[src/rtl/decoder_n_scan.sv]
// rtl/decoder_n_scan.sv - registered N-to-2^N one-hot decoder with walking-one scan mode
module decoder_n_scan #(
    parameter int N          = 3,
    parameter int SCAN_DIV   = 4,
    parameter int ACTIVE_LOW = 0
) (
    input  logic              clk,
    input  logic              rst,
    input  logic              en,
    input  logic              mode,
    input  logic [N-1:0]      d,
    output logic [2**N-1:0]   y,
    output logic [N-1:0]      idx,
    output logic              valid,
    output logic              wrap
);

    localparam int OUT_W = 2**N;
    localparam int DIV_W = (SCAN_DIV > 1) ? $clog2(SCAN_DIV) : 1;
    localparam logic [DIV_W-1:0] DIV_LAST = DIV_W'(SCAN_DIV - 1);
    localparam logic [OUT_W-1:0] INACTIVE = (ACTIVE_LOW != 0) ? '1 : '0;

    typedef enum logic [1:0] {
        IDLE   = 2'd0,
        DECODE = 2'd1,
        SCAN   = 2'd2
    } state_t;

    state_t           state;
    logic [DIV_W-1:0] div;
    logic [N-1:0]     idx_next;

    assign idx_next = idx + 1'b1;

    // Polarity is applied here so y is always a pure register of the line pattern.
    function automatic logic [OUT_W-1:0] lines(input logic [N-1:0] sel);
        logic [OUT_W-1:0] oh;
        oh      = '0;
        oh[sel] = 1'b1;
        return (ACTIVE_LOW != 0) ? ~oh : oh;
    endfunction

    always_ff @(posedge clk) begin
        if (rst) begin
            state <= IDLE;
            idx   <= '0;
            div   <= '0;
            valid <= 1'b0;
            wrap  <= 1'b0;
            y     <= INACTIVE;
        end else if (!en) begin
            state <= IDLE;
            div   <= '0;
            valid <= 1'b0;
            wrap  <= 1'b0;
            y     <= INACTIVE;
        end else if (!mode) begin
            state <= DECODE;
            idx   <= d;
            y     <= lines(d);
            div   <= '0;
            valid <= 1'b1;
            wrap  <= 1'b0;
        end else if (state != SCAN) begin
            // Entering scan always reloads from d; there is no resume.
            state <= SCAN;
            idx   <= d;
            y     <= lines(d);
            div   <= '0;
            valid <= 1'b1;
            wrap  <= 1'b0;
        end else if (div == DIV_LAST) begin
            idx   <= idx_next;
            y     <= lines(idx_next);
            div   <= '0;
            valid <= 1'b1;
            wrap  <= (idx == '1);
        end else begin
            div   <= div + 1'b1;
            valid <= 1'b1;
            wrap  <= 1'b0;
        end
    end

endmodule

[config.mk]
export PLATFORM = sky130hd
export DESIGN_NAME = decoder_n_scan
export DESIGN_NICKNAME = d
export VERILOG_FILES = /design/src/rtl/decoder_n_scan.sv
export SDC_FILE = /design/constraint.sdc
export NUM_CORES = 1
export LEC_CHECK = 0
export BUFFER_PORTS_ARGS = -buffer_cell sky130_fd_sc_hd__buf_2
export CORE_UTILIZATION = 35
export DETAILED_ROUTE_END_ITERATION = 10
export HOLD_SLACK_MARGIN = 0.05
export MAX_ROUTING_LAYER = met4
export SLEW_MARGIN = 20
export SYNTH_ARGS = -nofsm -noshare
export SYNTH_HDL_FRONTEND = slang
export SYNTH_SLANG_ARGS = --single-unit
[constraint.sdc]
create_clock -name clk -period 1.8 [get_ports clk]
set_input_delay 0.36 -clock clk [delete_from_list [all_inputs] [get_ports clk]]
set_output_delay 0.36 -clock clk [all_outputs]
set_load 0.005 [all_outputs]
==> impl_metrics.toml, run 1 <==
[run_status]
outcome = "finished clean"

[timing]
tightest_slew_ns = 0.324
slew_headroom_pct = 78.4
post-route-period-util_pct = 92.1
clock-skew-final_ns = 0.00366
setup-tns-final_ns = 0
setup_viol = 0
postLayoutSetupSlackWorst_ns = 0.141
timing.hold.ws_ns = 0.263
hold_viol_final = 0
rsz0062_at_grt = "false"
fin_crit_ns = 1.66
slew_viol_final = 0
max_freq_mhz = 603

[layout]
synthToLayoutAreaGrowth_pct = 19.0
fillers = 240
multi_input_area_um2 = 440
final_util_pct = 44.3
drive_gt1_share_pct = 27.8
final_nets = 119
n_antenna_cell = 0
seq_area_um2 = 340
postLayoutCellArea_um2 = 980

[clocking]
cts_hold_buf = 0
path_clk_slew_ns = 0.11
cts_num_sinks = 17
cts_resized = 0
cts_max_level = 1
root_buffer = "clkbuf_4"
cts_buffer_depth = 2
cts_setup_buffers = 0
clk-insertion-delay-late_ns = 0.29
cts_tree = "built"
cts-buffers-inserted = 3

[critical_path]
critPathArrivalTime_ns = 1.88
start_kind = "register"
cp-endpoint = "y[3]$_SDFFE_PP0P_"
cp.required_ns = 2.02
crit_fanout = 9
ff2ff_setup_slack_ns = 0.14
r2r-end = "y[3]$_SDFFE_PP0P_"
reg2reg_depth = 4
endpoint_kind = "register"
crit_path_max_incr_delay_ns = 0.52
worstPathCellList = "ha_1 -> ha_1 -> or4b_1 -> a31oi_1"
path_class = "reg2reg"
crit_start = "idx[0]$_SDFFE_PP0P_"
crit_path_frequent_cell = "ha_1"
cpMaxStageDelayCell = "or4b_1"
r2r-start = "idx[0]$_SDFFE_PP0P_"

[placed_design]
place_congestion = 0.800
postPlaceCellArea_um2 = 952
hpwl_um = 1220
pre_cts_ws_ns = 0.178
io_buffers = 19

[synth]
ys_seq_elements = 17
ys_types = 31
syn_inst = 86
yosysMostFrequentCell = "dfxtp_1"
synth_commonest_cells = "dfxtp_1 (17), o21ai_0 (9), a21oi_1 (6)"
synth_flop_cell = "dfxtp_1"
synth_fp_nets = 96
synthArstFlopShare_pct = 0
synth_area_leaders = "dfxtp_1 (41%), o21ai_0 (5.5%), ha_1 (4.6%), nand4b_1 (4.3%), a21oi_1 (3.6%)"
synth_enable_flop_cells = 0
yosysTopAreaCell = "dfxtp_1"
yosys_warnings = 0
synth_top_area_share_pct = 41.3
seq_area_frac_synth_pct = 41.3
synth_area_per_cell_um2 = 9.57
syn-cell-area_um2 = 823

[detailed_routing]
drtPass1Iterations = 4
ant_nets = 0
totalWireLength_um = 1760
drc = 0
first_iter_violations = 13
wl_per_cell_um = 13.0
vias = 726
vias_per_cell = 5.34

[floorplanning]
chipWidth_um = 50.5
core_mm2 = 0.00221
num_io_pins = 20
rows = 17
die_y_um = 50.5
initial_core_util_pct = 37.2
fp.dieArea_mm2 = 0.00255

[run]
max_cap_viol_count = 0

[grt]
antenna_found_initial = 0
grt_start_max_net_pins = 17
grt_pass1_wl_um = 2980
grt_usage_pct = 16.2
grt_overflow = 0
first_global_vias = 644

[worst_hold_path]
hold_path_class = "in2reg"

[power_and_ir_drop]
p_leak_nw = 0.434
peakVddDrop_v = 0.000377
power_density_mw_per_mm2 = 720
==> per-layer routing <==
metal	global-route usage [%]	vias up	routed length, µm
met2	22.4	15	728
met1	21.8	336	929
met5	-	-	0
met3	2.73	4	71
met4	9.72	0	34
li1	-	371	-
==> cell families after synthesis <==
| family | share of synthesized area, % |
|---|---|
| simple gates | 29.2 |
| compound gates | 17.3 |
| fa+ha+maj | 4.56 |
| mux | 2.43 |
| buf+inv | 5.17 |
| flops | 41.3 |
==> stage by stage <==
stage	instances	power [W]
2_1_floorplan	86	0.000460
3_3_place_gp	132	0.000498
3_5_place_dp	132	0.000501
4_1_cts	136	0.000707
5_1_grt	136	0.000739
6_report	136	0.000705
==> power breakdown <==
group	switching, W	total [W]	internal, W
sequential	0.00000685	0.000395	0.000389
combinational	0.0000550	0.0000981	0.0000431
clock	0.000129	0.000212	0.0000826
==> flip-flops by register name, summed over array words and instances, names as in the netlist <==
name,flops
wrap,1
valid,1
idx,3
y,8
state,2
div,2
==> worst max-delay path: cells and delay by family, from the launching register on <==
kind	cells	cell delay [ns]
compound gates	1	0.17
fa+ha+maj	2	0.57
flops	1	0.34
simple gates	1	0.52
==> cells in the final DEF, fill, tap and decap left out, drive strengths merged, types with 2 or more instances in the layout <==
cell type  netlist  layout
nand4b           4       4
ha               3       3
mux2i            2       2
nor3             3       3
buf              5      23
or4b             2       2
nor2b            4       4
nand3b           2       2
dfxtp           17      17
nand2b           2       2
and4b            2       2
a31oi            4       4
o21ai            9       9
clkbuf           0       3
inv              3       3
nor2             3       3
a21oi            6       6
or4              2       2
nand4            2       2
a311oi           2       2
==> how the worst min path moves through the flow <==
stage                                  endpoint         startpoint  cells after the start
after floorplan               div[0]$_SDFF_PP0_  div[0]$_SDFF_PP0_                      1
after global placement        div[0]$_SDFF_PP0_  div[0]$_SDFF_PP0_                      1
after detailed placement      div[0]$_SDFF_PP0_  div[0]$_SDFF_PP0_                      1
after CTS                 state[0]$_SDFFE_PP0P_               mode                      2
after global routing      state[0]$_SDFFE_PP0P_               mode                      2
final                     state[0]$_SDFFE_PP0P_               mode                      2
==> area by class of cell <==
type | count | area share (%)
inverter | 3 | 1.15
multi-input combinational | 61 | 45.0
sequential | 17 | 34.7
tap | 28 | 3.58
clock inverter | 1 | 0.511
timing repair buffer | 23 | 12.8
clock buffer | 3 | 2.30
Note: power is estimated with default switching activity, not from simulation.
==> run 2: changes to the inputs <==
--- a/config.mk
+++ b/config.mk
@@ -10,6 +10,7 @@
 export DETAILED_ROUTE_END_ITERATION = 10
 export HOLD_SLACK_MARGIN = 0.05
 export MAX_ROUTING_LAYER = met4
+export SETUP_SLACK_MARGIN = 0.2
 export SLEW_MARGIN = 20
 export SYNTH_ARGS = -nofsm -noshare
 export SYNTH_HDL_FRONTEND = slang
==> impl_metrics.toml, run 2 (same netlist as run 1, synthesis figures left out) <==
[run_status]
outcome = "finished clean"

[detailed_routing]
ant_nets = 0
totalWireLength_um = 1780
drtPass1Iterations = 4
vias = 738
drc = 0
vias_per_cell = 5.39
wl_per_cell_um = 13.0
first_iter_violations = 8

[timing]
clock-skew-final_ns = 0.00124
tightest_slew_ns = 0.344
setup_viol = 0
slew_headroom_pct = 77.0
max_freq_mhz = 653
hold_viol_final = 0
fin_crit_ns = 1.53
rsz0062_at_grt = "false"
slew_viol_final = 0
setup-tns-final_ns = 0
post-route-period-util_pct = 85.1

[layout]
largest_reg_flops = 8
top_register = "y"
fillers = 240
n_antenna_cell = 0
postLayoutCellArea_mm2 = 0.00101
reg_top3 = "y: 8 flops, idx: 3 flops"
final_cell_mix = "buf_2 (19), dfxtp_1 (16), o21ai_0 (9)"
synthToLayoutAreaGrowth_pct = 22.3
final_common_cell = "buf_2"
final_cells = 137
drive_gt1_share_pct = 31.2
final_util_pct = 45.5
final_nets = 120

[run]
max_cap_viol_count = 0

[floorplanning]
die_y_um = 50.5
chipWidth_um = 50.5
rows = 17
core_mm2 = 0.00221
fp.dieArea_mm2 = 0.00255
num_io_pins = 20
initial_core_util_pct = 37.2

[grt]
first_global_vias = 663
grt_usage_pct = 16.9
grt_overflow = 0
antenna_found_initial = 0
grt_pass1_wl_um = 2970
grt_start_max_net_pins = 17

[critical_path]
cp.required_ns = 2.03
r2r-start = "idx[0]$_SDFFE_PP0P_"
crit_start = "idx[0]$_SDFFE_PP0P_"
crit_fanout = 8
reg2reg_depth = 4
path_class = "reg2reg"
start_kind = "register"
critPathArrivalTime_ns = 1.76
endpoint_kind = "register"

[power_and_ir_drop]
p_leak_nw = 0.429
peakVddDrop_v = 0.000498
power_density_mw_per_mm2 = 700

[worst_hold_path]
hold-path-cell-count = 2
hold_path_class = "in2reg"
min-delay-start = "mode"

[placed_design]
place_congestion = 0.783
postPlaceCellArea_um2 = 958
hpwl_um = 1250
dp_cells = 131
io_buffers = 19

[clocking]
cts-buffers-inserted = 3
cts_max_level = 1
root_buffer = "clkbuf_4"
cts_hold_buf = 0
path_clk_slew_ns = 0.09
cts_buffer_depth = 2
clk-insertion-delay-late_ns = 0.29
cts_tree = "built"
cts_num_sinks = 17
run 2: path summary, 6_finish.rpt:
check	endpoint	slack, ns
worst max register to register	y[1]$_SDFFE_PP0P_	0.27
worst max-delay path	y[1]$_SDFFE_PP0P_	0.27
worst min register to register	div[0]$_SDFF_PP0_	0.44
worst min-delay path	state[0]$_SDFFE_PP0P_	0.26
run 2: timing repair:
action | in CTS | in global routing
gates cloned | 0 | 0
endpoints found under the setup margin | 3 | 2
resized for setup | 1 | 2
pin swaps | 0 | 2
buffers inserted | 1 | 1
run 2: worst max-delay path, stage by stage, from the launching register on:
cell     delay (ns)
dfxtp_4        0.35
ha_2           0.19
ha_4           0.26
or4_1          0.48
a31oi_2        0.18
run 2: layout make-up:
cell class | count | area [µm²] | share of cell area, %
Clock buffer | 4 | 26.3 | 2.61
Inverter | 3 | 11.3 | 1.12
Multi-Input combinational cell | 61 | 458 | 45.5
Sequential cell | 17 | 344 | 34.2
Tap cell | 28 | 35.0 | 3.48
Timing Repair Buffer | 24 | 133 | 13.2
run 2: power breakdown:
part,switching [W],internal [W],leakage (nW)
logic,0.0000555,0.0000494,0.275
registers,0.00000724,0.000388,0.139
clock network,0.000118,0.0000865,0.0150
total,0.000181,0.000524,0.429
run 2: routing by layer:
metal  vias to the layer above  global-route usage, %  routed length (µm)
li1                        379                      -                   -
met4                         0                   9.72                  41
met1                       339                   19.8                 904
met3                         5                   6.36                  75
met5                         -                      -                   0
met2                        15                   24.4                 757
run 2: metrics by stage:
stage	hold WS [ns]	worst slack [ns]	total power (W)
after floorplan	0.408	0.275	0.000464
after global placement	0.417	0.245	0.000500
after detailed placement	0.425	0.217	0.000502
after CTS	0.241	0.243	0.000723
after global routing	0.251	0.205	0.000752
final	0.263	0.267	0.000705
==> run 3: changes to the inputs <==
==> constraint.sdc (replaced) <==
create_clock -name clk -period 1.65 [get_ports clk]
set_input_delay 0.33 -clock clk [delete_from_list [all_inputs] [get_ports clk]]
set_output_delay 0.33 -clock clk [all_outputs]
set_load 0.005 [all_outputs]
==> impl_metrics.toml, run 3 (same netlist as run 1, synthesis figures left out) <==
[power_and_ir_drop]
p_leak_nw = 0.466
power_density_mw_per_mm2 = 725
peakVddDrop_v = 0.000308

[critical_path]
r2r-end = "y[3]$_SDFFE_PP0P_"
worstPathCellList = "ha_4 -> ha_4 -> or4b_4 -> a31oi_1"
path_class = "reg2reg"
r2r-start = "idx[0]$_SDFFE_PP0P_"
endpoint_kind = "register"
crit_path_max_incr_delay_ns = 0.50
start_kind = "register"
cp-endpoint = "y[3]$_SDFFE_PP0P_"
cp.required_ns = 1.87
crit_start = "idx[0]$_SDFFE_PP0P_"
crit_fanout = 5
critPathArrivalTime_ns = 1.70
crit_path_frequent_cell = "ha_4"
reg2reg_depth = 4
cpMaxStageDelayCell = "or4b_4"
ff2ff_setup_slack_ns = 0.18

[timing]
max_freq_mhz = 678
slew_headroom_pct = 83.9
setup-tns-final_ns = 0
hold_viol_final = 0
clock-skew-final_ns = 0.00160
rsz0062_at_grt = "true"
slew_viol_final = 0
post-route-period-util_pct = 89.4
fin_crit_ns = 1.47
setup_viol = 0
tightest_slew_ns = 0.240

[run]
max_cap_viol_count = 0

[layout]
final_common_cell = "buf_2"
reg_top3 = "y: 8 flops, idx: 3 flops"
drive_gt1_share_pct = 38.1
final_nets = 124
synthToLayoutAreaGrowth_pct = 33.4
final_cell_mix = "buf_2 (19), dfxtp_1 (15), buf_4 (8)"
final_cells = 141
n_antenna_cell = 0
top_register = "y"
largest_reg_flops = 8

[clocking]
cts_tree = "built"
cts_max_level = 1
cts_buffer_depth = 2
clk-insertion-delay-late_ns = 0.28
path_clk_slew_ns = 0.10
cts-buffers-inserted = 3
cts_hold_buf = 0
root_buffer = "clkbuf_4"
cts_num_sinks = 17

[floorplanning]
chipWidth_um = 50.5
die_y_um = 50.5
fp.dieArea_mm2 = 0.00255
core_mm2 = 0.00221
initial_core_util_pct = 37.2
num_io_pins = 20
rows = 17

[placed_design]
hpwl_um = 1300
place_congestion = 0.797
dp_cells = 134
io_buffers = 19

[detailed_routing]
vias = 768
drtPass1Iterations = 4
wl_per_cell_um = 13.2
totalWireLength_um = 1860
vias_per_cell = 5.45
drc = 0
ant_nets = 0
first_iter_violations = 10

[grt]
grt_pass1_wl_um = 2970
first_global_vias = 617
grt_overflow = 0
grt_start_max_net_pins = 15
grt_usage_pct = 15.7
antenna_found_initial = 0

[worst_hold_path]
hold_path_class = "in2reg"

[run_status]
outcome = "finished clean"
[run 3: power breakdown]
part	switching, W	total, W	internal, W
Combinational	0.0000688	0.000136	0.0000671
Sequential	0.0000112	0.000435	0.000424
Clock	0.000136	0.000226	0.0000899
[run 3: metrics by stage]
step                      hold slack (ns)  total power [W]  setup WS (ns)  cell area [µm²]  util, %
after detailed placement            0.423         0.000556          0.143             1000     45.2
final                               0.240         0.000797          0.175             1100     49.7
after floorplan                     0.402         0.000513          0.188              856        -
after CTS                           0.233         0.000789          0.155             1050     47.5
after global placement              0.418         0.000555          0.154             1000     45.2
after global routing                0.218         0.000842          0.136             1100     49.7
[run 3: routing by layer]
layer | routed length, µm | GRT usage (%) | up-vias
li1 | - | - | 382
met5 | 0 | - | -
met1 | 843 | 22.4 | 364
met2 | 882 | 22.0 | 20
met4 | 8 | 5.56 | 0
met3 | 128 | 3.03 | 2
[run 3: timing repair]
action,in CTS,in global routing
setup buffers,3,0
endpoints found under the setup margin,3,8
resized for setup,1,10
pin swaps,3,3
[run 3: worst min-delay path by stage]
stage	to	start	slack, ns	cells after the start
floorplan	idx[1]$_SDFFE_PP0P_	rst	0.40	1
global placement	div[0]$_SDFF_PP0_	div[0]$_SDFF_PP0_	0.42	1
detailed placement	div[0]$_SDFF_PP0_	div[0]$_SDFF_PP0_	0.42	1
CTS	idx[1]$_SDFFE_PP0P_	rst	0.23	2
global route	idx[1]$_SDFFE_PP0P_	rst	0.22	2
finish	idx[1]$_SDFFE_PP0P_	rst	0.24	2
[run 3: cell type report]
cell class                      instances  area, µm²
Clock buffer                            3       22.5
Clock inverter                          1       5.00
Fill cell                             227       1110
Inverter                                3       11.3
Multi-Input combinational cell         61        513
Sequential cell                        17        345
Tap cell                               28       35.0
Timing Repair Buffer                   28        166
[run 3: worst max-delay path, delay by kind of cell, from the launching register on]
family	cells	cell delay (ns)
flip-flops	1	0.37
AND/OR/NAND/NOR	1	0.50
adder cells (fa/ha/maj)	2	0.38
AO/OA/AOI/OAI	1	0.16
